[src/rtl/param_snn_core.sv]
// param_snn_core: rate-coded sensor encoder, programmable synapse matrix and
// leaky integrate-and-fire output neurons with a refractory period.
// Pipeline: encoder -> synapse sum -> neuron, each stage registered and
// advanced only on en (timestep strobe). Weights are written while en=0.
module param_snn_core #(
  parameter int unsigned INPUTNUM = 4,
  parameter int unsigned EXCNUM   = 2,
  parameter int unsigned SW       = 12,
  parameter int unsigned WW       = 8,
  parameter int unsigned VW       = 16,
  parameter int unsigned LEAK_SH  = 3,
  parameter int unsigned REFRAC   = 4,
  localparam int unsigned NW      = INPUTNUM * EXCNUM,
  localparam int unsigned AW      = (NW > 1) ? $clog2(NW) : 1
) (
  input  logic                       clk,
  input  logic                       rst,
  input  logic                       en,
  input  logic [INPUTNUM*SW-1:0]     Sensor_input,
  input  logic signed [VW-1:0]       exc_thr,
  input  logic                       w_valid,
  output logic                       w_ready,
  input  logic [AW-1:0]              w_addr,
  input  logic signed [WW-1:0]       w_data,
  output logic [EXCNUM-1:0]          Output_spike
);

  // Synapse sum width: headroom for INPUTNUM sign-extended weights.
  localparam int unsigned CW = VW + $clog2(INPUTNUM);
  // Neuron arithmetic width: room for V - leak + cur without overflow.
  localparam int unsigned TW = CW + 2;

  localparam logic [AW:0]            NW_LIM    = NW[AW:0];
  localparam logic [3:0]             REFRAC_RC = REFRAC[3:0];
  localparam logic signed [TW-1:0]   VMAX_T    = {{(TW-VW+1){1'b0}}, {(VW-1){1'b1}}};
  localparam logic signed [VW-1:0]   VMAX_V    = {1'b0, {(VW-1){1'b1}}};

  // ---------------------------------------------------------------------
  // Encoder state
  // ---------------------------------------------------------------------
  logic [SW:0]          acc     [INPUTNUM];
  logic [SW+1:0]        enc_sum [INPUTNUM];
  logic [INPUTNUM-1:0]  pre;

  // ---------------------------------------------------------------------
  // Weight memory, synapse and neuron state
  // ---------------------------------------------------------------------
  logic signed [WW-1:0] w       [NW];
  logic                 w_fire;

  logic signed [CW-1:0] syn_sum [EXCNUM];
  logic signed [CW-1:0] cur     [EXCNUM];

  logic signed [VW-1:0] v       [EXCNUM];
  logic [3:0]           rc      [EXCNUM];
  logic signed [TW-1:0] nt_full [EXCNUM];
  logic signed [VW-1:0] nt_sat  [EXCNUM];
  logic [EXCNUM-1:0]    nt_fire;

  // Per-channel accumulate: sum of residue and new sample.
  always_comb begin
    for (int unsigned i = 0; i < INPUTNUM; i++) begin
      enc_sum[i] = {1'b0, acc[i]} + {2'b00, Sensor_input[i*SW +: SW]};
    end
  end

  // Encoder registers: emit a pre-spike and keep the residue on overflow past 2^SW.
  always_ff @(posedge clk or posedge rst) begin
    if (rst) begin
      pre <= '0;
      for (int unsigned i = 0; i < INPUTNUM; i++) begin
        acc[i] <= '0;
      end
    end else if (en) begin
      for (int unsigned i = 0; i < INPUTNUM; i++) begin
        if (enc_sum[i][SW+1:SW] != 2'b00) begin
          pre[i] <= 1'b1;
          // enc_sum < 2^(SW+1), so subtracting 2^SW just clears bit SW.
          acc[i] <= {1'b0, enc_sum[i][SW-1:0]};
        end else begin
          pre[i] <= 1'b0;
          acc[i] <= enc_sum[i][SW:0];
        end
      end
    end
  end

  // Weight port handshake: writes only accepted between timesteps, out-of-range dropped.
  always_comb begin
    w_ready = ~en;
    w_fire  = w_valid && w_ready && ({1'b0, w_addr} < NW_LIM);
  end

  // Weight memory registers.
  always_ff @(posedge clk or posedge rst) begin
    if (rst) begin
      for (int unsigned k = 0; k < NW; k++) begin
        w[k] <= '0;
      end
    end else if (w_fire) begin
      w[w_addr] <= w_data;
    end
  end

  // Synapse sum: add sign-extended weights of every active pre-spike.
  always_comb begin
    for (int unsigned j = 0; j < EXCNUM; j++) begin
      syn_sum[j] = '0;
      for (int unsigned i = 0; i < INPUTNUM; i++) begin
        if (pre[i]) begin
          syn_sum[j] = syn_sum[j] + CW'(w[i*EXCNUM + j]);
        end
      end
    end
  end

  // Synapse stage register.
  always_ff @(posedge clk or posedge rst) begin
    if (rst) begin
      for (int unsigned j = 0; j < EXCNUM; j++) begin
        cur[j] <= '0;
      end
    end else if (en) begin
      for (int unsigned j = 0; j < EXCNUM; j++) begin
        cur[j] <= syn_sum[j];
      end
    end
  end

  // Leaky integration candidate: saturate to VW, clamp at zero, compare to threshold.
  always_comb begin
    for (int unsigned j = 0; j < EXCNUM; j++) begin
      nt_full[j] = TW'(v[j]) - (TW'(v[j]) >>> LEAK_SH) + TW'(cur[j]);
      if (nt_full[j][TW-1]) begin
        nt_sat[j] = '0;
      end else if (nt_full[j] > VMAX_T) begin
        nt_sat[j] = VMAX_V;
      end else begin
        nt_sat[j] = nt_full[j][VW-1:0];
      end
      nt_fire[j] = (nt_sat[j] >= exc_thr);
    end
  end

  // Neuron registers: refractory hold, fire-and-reset, or integrate; spikes last one clock.
  always_ff @(posedge clk or posedge rst) begin
    if (rst) begin
      Output_spike <= '0;
      for (int unsigned j = 0; j < EXCNUM; j++) begin
        v[j]  <= '0;
        rc[j] <= '0;
      end
    end else begin
      Output_spike <= '0;
      if (en) begin
        for (int unsigned j = 0; j < EXCNUM; j++) begin
          if (rc[j] != 4'd0) begin
            rc[j] <= rc[j] - 4'd1;
            v[j]  <= '0;
          end else if (nt_fire[j]) begin
            Output_spike[j] <= 1'b1;
            v[j]            <= '0;
            rc[j]           <= REFRAC_RC;
          end else begin
            v[j] <= nt_sat[j];
          end
        end
      end
    end
  end

endmodule

[config.mk]
export PLATFORM = sky130hd
export DESIGN_NAME = param_snn_core
export DESIGN_NICKNAME = d
export VERILOG_FILES = /design/src/rtl/param_snn_core.sv
export SDC_FILE = /design/constraint.sdc
export NUM_CORES = 1
export LEC_CHECK = 0
export CAP_MARGIN = 20
export CORE_MARGIN = 2
export CORE_UTILIZATION = 30
export DETAILED_ROUTE_END_ITERATION = 16
export GPL_TIMING_DRIVEN = 0
export HOLD_SLACK_MARGIN = 0.05
export SETUP_SLACK_MARGIN = 0.4
export SYNTH_ARGS = -nofsm -noshare
export SYNTH_HDL_FRONTEND = slang
export SYNTH_SLANG_ARGS = --single-unit
[constraint.sdc]
create_clock -name clk -period 8.53 [get_ports clk]
set_input_delay 1.706 -clock clk [delete_from_list [all_inputs] [get_ports clk]]
set_output_delay 1.706 -clock clk [all_outputs]
set_load 0.1 [all_outputs]
# After elaboration in Yosys (flattened, before gate mapping)
# Cells that the tools add are included.
# totals
ff_bits	198
ram_bits	0
elab_cells	92
out_inout_bits	3
latchBits	0
n_memories	0
mem_bits_ro	0
# classes
n_div	0
addsub	16
reduce_logical	12
bitwise	2
n_mul	0
eq_ne	0
order_cmp	6
muxes	36
n_shift	0
# ops
operator	count
$mux 18	8
$mux 16	8
$add 18x8->18	6
$bwmux 64	1
$add 13x12->14	4
$mux 13	4
$add 17x18->19	2
$gt 19x16->1 const B	2
$sub 16x13->17	2
$ge 16x16->1	2
$demux 8 s3	1
$mux 4	4
$reduce_bool 2->1	6
$mux 1	8
$mux 8	1
$reduce_bool 4->1	2
$sub 4x1->4 const B	2
$ge 4x4->1 const B	1
$lt 4x1->1 const B	1
$not 3->4	1
$reduce_and 2->1	2
$logic_and 1x1->1	2
$mux 2	1
$not 1->1	1

# Depth between registers and ports, before layout
# logic_depth
depth_word	9
depth_mapped	31

# Worst setup path after synthesis
# Ideal clock, no wire load.
# synth_path
path_type	register to register
start	register pre[0]
end	register cur[17] in the netlist's numbering
arrival_time_ps	6268
synth_period_minus_slack_ps	6393
path_slack_ps	2137
path_buffers	1
path_stages_with_launch	31
setup_time_ps	125
path_cell_list	dfrtp_1 -> clkbuf_1 -> nand2_1 -> inv_1 -> ha_1 -> a21o_1 -> a21oi_1 -> o21bai_1 -> a21oi_1 -> nor2b_1 -> o21a_1 -> or2_2 -> fa_1 -> a21o_1 -> ha_1 -> inv_1 -> a221oi_1 -> a21o_1 -> or3_1 -> a31oi_1 -> xnor2_1 -> mux2_2 -> ha_1 -> nand2_1 -> nand2b_1 -> a221o_1 -> a41oi_2 -> mux2i_1 -> o311ai_1 -> xnor3_1 -> mux2_2
# synth_via
elab_chain_len	7
# synth_lines
item	line	source
from (decl)	43	logic [INPUTNUM-1:0] pre;
from (signal assigned)	70	pre <= '0;
from (signal, indexed assignment)	77	pre[i] <= 1'b1;
from (signal, indexed assignment)	81	pre[i] <= 1'b0;
$mux 18 (*)	110	if (pre[i]) begin
$add 18x8->18	111	syn_sum[j] = syn_sum[j] + CW'(w[i*EXCNUM + j]);
$mux 18 (*)	110	
$add 18x8->18	111	
$mux 18 (*)	110	
$add 18x8->18	111	
$mux 18 (*)	110	
to (signal, indexed assignment)	125	cur[j] <= syn_sum[j];
to (decl)	52	logic signed [CW-1:0] cur [EXCNUM];
# Mark *: on every way between the ends. The rest lies on a longest branch, timed or not.
# A chain may end at the register's enable or synchronous reset.

# Final worst setup path
# Same ends and word-level chain as after synthesis.

==> impl_metrics.ini <==
[floorplanning]
die_x_um = 248
die_area_sq_um = 61600
floorplan.die.height_um = 248
io_pins = 82
starting_utilization_of_the_core_area_pct = 30.3
core-area_sq_um = 59000
placementRows = 89

[cts]
cts_resized = 0
cts_buffer_depth = 2
tritoncts_num_sinks = 198
clkSlewWorstSetupHoldPaths_ps = 80
post_cts_buffers = 0
clock_latency_on_the_worst_skew_pair_ps = 450
cts_inserted_buffers = 17
hold_buffers = 0
clockRootBuffer = sky130_fd_sc_hd__clkbuf_16
h-tree-depth = 4
cts_tree = built

[sta]
finalCriticalPeriod_ps = 7490
setup_slack_ps = 1040
rsz_0062_raised_after_global_routing = no
worst_pin_slew_ps = 1050
final_layout_worst_hold_slack_ps = 483
timing.final.hold_violations = 0
timing.clock.skew_ps = 13.1
fin_setup_tns_ps = 0
max_freq_ghz = 0.134
finalSetupViolCount = 0
count_of_pins_over_their_slew_limit = 0
fraction_of_the_cycle_the_final_worst_path_needs_pct = 87.8
worst_slew_margin_relative_to_its_limit_pct = 30.1

[synthesis]
most_frequent_cell_after_synthesis = sky130_fd_sc_hd__inv_1
yosysUniqueCellTypes = 85
synth_compound_gate_area_share_pct = 19.5
post_synthesis_average_cell_area_sq_um = 8.89
yosys-top-cells-area = sky130_fd_sc_hd__dfrtp_1 (28%), sky130_fd_sc_hd__ha_1 (15%), sky130_fd_sc_hd__mux2_2 (6.8%)
ys_warn_count = 0
ys_seq_area_share_pct = 27.7
gate_count_post_synth = 2011
largest_family_of_logic_cells_by_synthesized_area = adder cells
ys_dominant_reg_cell = sky130_fd_sc_hd__dfrtp_1
synth_xor_xnor_area_share_pct = 5.56
synth.top_cell.area_share_pct = 27.7
synth_area_leader_cell = sky130_fd_sc_hd__dfrtp_1
post_synth_most_frequent_cells = sky130_fd_sc_hd__inv_1 (229), sky130_fd_sc_hd__ha_1 (210), sky130_fd_sc_hd__dfrtp_1 (198)
post_synth_and_or_nand_nor_area_fraction_pct = 13.6
synth.area.mux_share_pct = 8.09
synth_enable_flop_cells = 0
synth_async_sr_flop_share_pct = 100
synth-adder-area-share_pct = 19.6
post_synth_instance_area_sq_um = 17900
synthesis_stage_register_bit_count = 198

[placed_design]
post_detail_place_hpwl_um = 37800
post-place-ws_ps = 1080
gp_congestion = 0.901
numPortBuffers = 79

[drt]
route.antenna.remaining_nets = 0
first_iter_violations = 981
routedWlPerCell_um = 16.5
drt_first_pass_iters = 5
postRouteWirelength_um = 47800
drc_errors = 0
viasPerCell = 5.14
vias = 14889

[setup_path]
cell_at_the_slowest_stage_of_the_critical_path = sky130_fd_sc_hd__dfrtp_1
path_delay_family = compound AO/OA/AOI/OAI gates
cp_max_fo = 10
worst-endpoint-required_ps = 8880
timing.critical_path.from_type = flop
cp_num_buf_inv = 3
cpMostUsedCell = sky130_fd_sc_hd__a21oi_1
timing.critical_path.arrival_ps = 7840
timing.critical_path.to_type = flop
timing.critical_path.slowest_cell_delay_ps = 520
worst-setup-path-type = reg2reg

[run]
cap_violations = 0

[grt]
antenna_found_initial = 0
number_of_global_route_vias_before_repair = 14798
grt_pass1_wl_um = 77500
maximum_number_of_pins_on_one_net_before_global_route_repair = 108
grt_overflow_total = 0
grt_usage_pct = 15.8

[hold_path]
timing.hold.worst.class = reg2reg

[run_status]
status = finished, final reports clean

[layout]
nets = 2444
post-route-util_pct = 34.4
final_layout_size_suffix_gt1_share_pct = 8.05
n_antenna_cell = 0
area_growth_from_synthesis_to_final_layout_pct = 13.5
final timing paths:
check / startpoint / to / slack, ps / cells past startpoint
worst min register to register: v[4]$_DFFE_PP0P_ / v[4]$_DFFE_PP0P_ / 480 / 2
worst max-delay path: pre[0]$_DFFE_PP0P_ / cur[17]$_DFFE_PP0P_ / 1040 / 30
min in group asynchronous: rst / w[57]$_DFFE_PP0P_ / 1760 / 2
max in group asynchronous: rst / pre[1]$_DFFE_PP0P_ / 5800 / 3
worst min-delay path: v[4]$_DFFE_PP0P_ / v[4]$_DFFE_PP0P_ / 480 / 2
worst max register to register: pre[0]$_DFFE_PP0P_ / cur[17]$_DFFE_PP0P_ / 1040 / 30
registers in the layout (all words and copies together), names as in the netlist:
name          cells
v                32
Output_spike      2
pre               4
acc              52
rc                8
cur              36
w                64
layout make-up:
type / count / area, sq um
clock inverters: 11 / 168
well taps: 773 / 967
repair buffers: 80 / 818
plain buffers: 49 / 188
inverters: 232 / 878
multi-input cells: 1533 / 11900
clock buffers: 20 / 457
flip-flops and latches: 198 / 4950
fillers: 6009 / 38700
stage by stage:
stage | cells | cell area, sq um
floorplan | 2012 | 17900
global placement | 2864 | 19600
detailed placement | 2865 | 19700
CTS | 2896 | 20300
global route | 2896 | 20300
finish | 2896 | 20300
logic make-up after synthesis:
logic type      after synthesis
flops                       198
other cells                   1
mux                         131
buf+inv                     281
xor+xnor                    111
fa+ha+maj                   254
simple gates                520
compound gates              515
cells in the final DEF, fill, tap and decap left out, drive strengths merged, types with 7 or more instances in the layout:
| cell | instances |
|---|---|
| inv | 232 |
| ha | 210 |
| dfrtp | 198 |
| nor2 | 153 |
| nand2 | 142 |
| a21oi | 113 |
| o21ai | 110 |
| mux2 | 108 |
| clkdlybuf4s50 | 79 |
| xnor2 | 72 |
| clkbuf | 58 |
| nor3 | 57 |
| a21o | 56 |
| fa | 44 |
| nand3 | 39 |
| xor2 | 38 |
| o21a | 37 |
| nor2b | 29 |
| o211ai | 26 |
| mux2i | 23 |
| o22ai | 18 |
| a21boi | 18 |
| nand2b | 15 |
| and2 | 15 |
| a211oi | 15 |
| or2 | 15 |
| o31ai | 14 |
| o41ai | 14 |
| or3 | 13 |
| buf | 12 |
| a31oi | 11 |
| nand4 | 11 |
| o21bai | 11 |
| a2bb2oi | 10 |
| nor4 | 10 |
| and3 | 8 |
| o2111a | 7 |
| clkinv | 7 |
worst min-delay path: cells and delay by family (launching register included):
kind | cells | cell delay (ps)
AND/OR/NAND/NOR | 1 | 50
flip-flops | 1 | 340
AO/OA/AOI/OAI | 1 | 50
metal layers:
| metal | global-route usage [%] | vias up | wire length, um |
|---|---|---|---|
| met1 | 22.3 | 7206 | 23200 |
| met5 | 0 | - | 0 |
| met3 | 2.31 | 44 | 2200 |
| li1 | - | 7321 | - |
| met4 | 2.80 | 0 | 608 |
| met2 | 25.8 | 318 | 21800 |
Power is not shown: default switching activity piles up to over one toggle a cycle in this logic, so the estimate is an artifact.
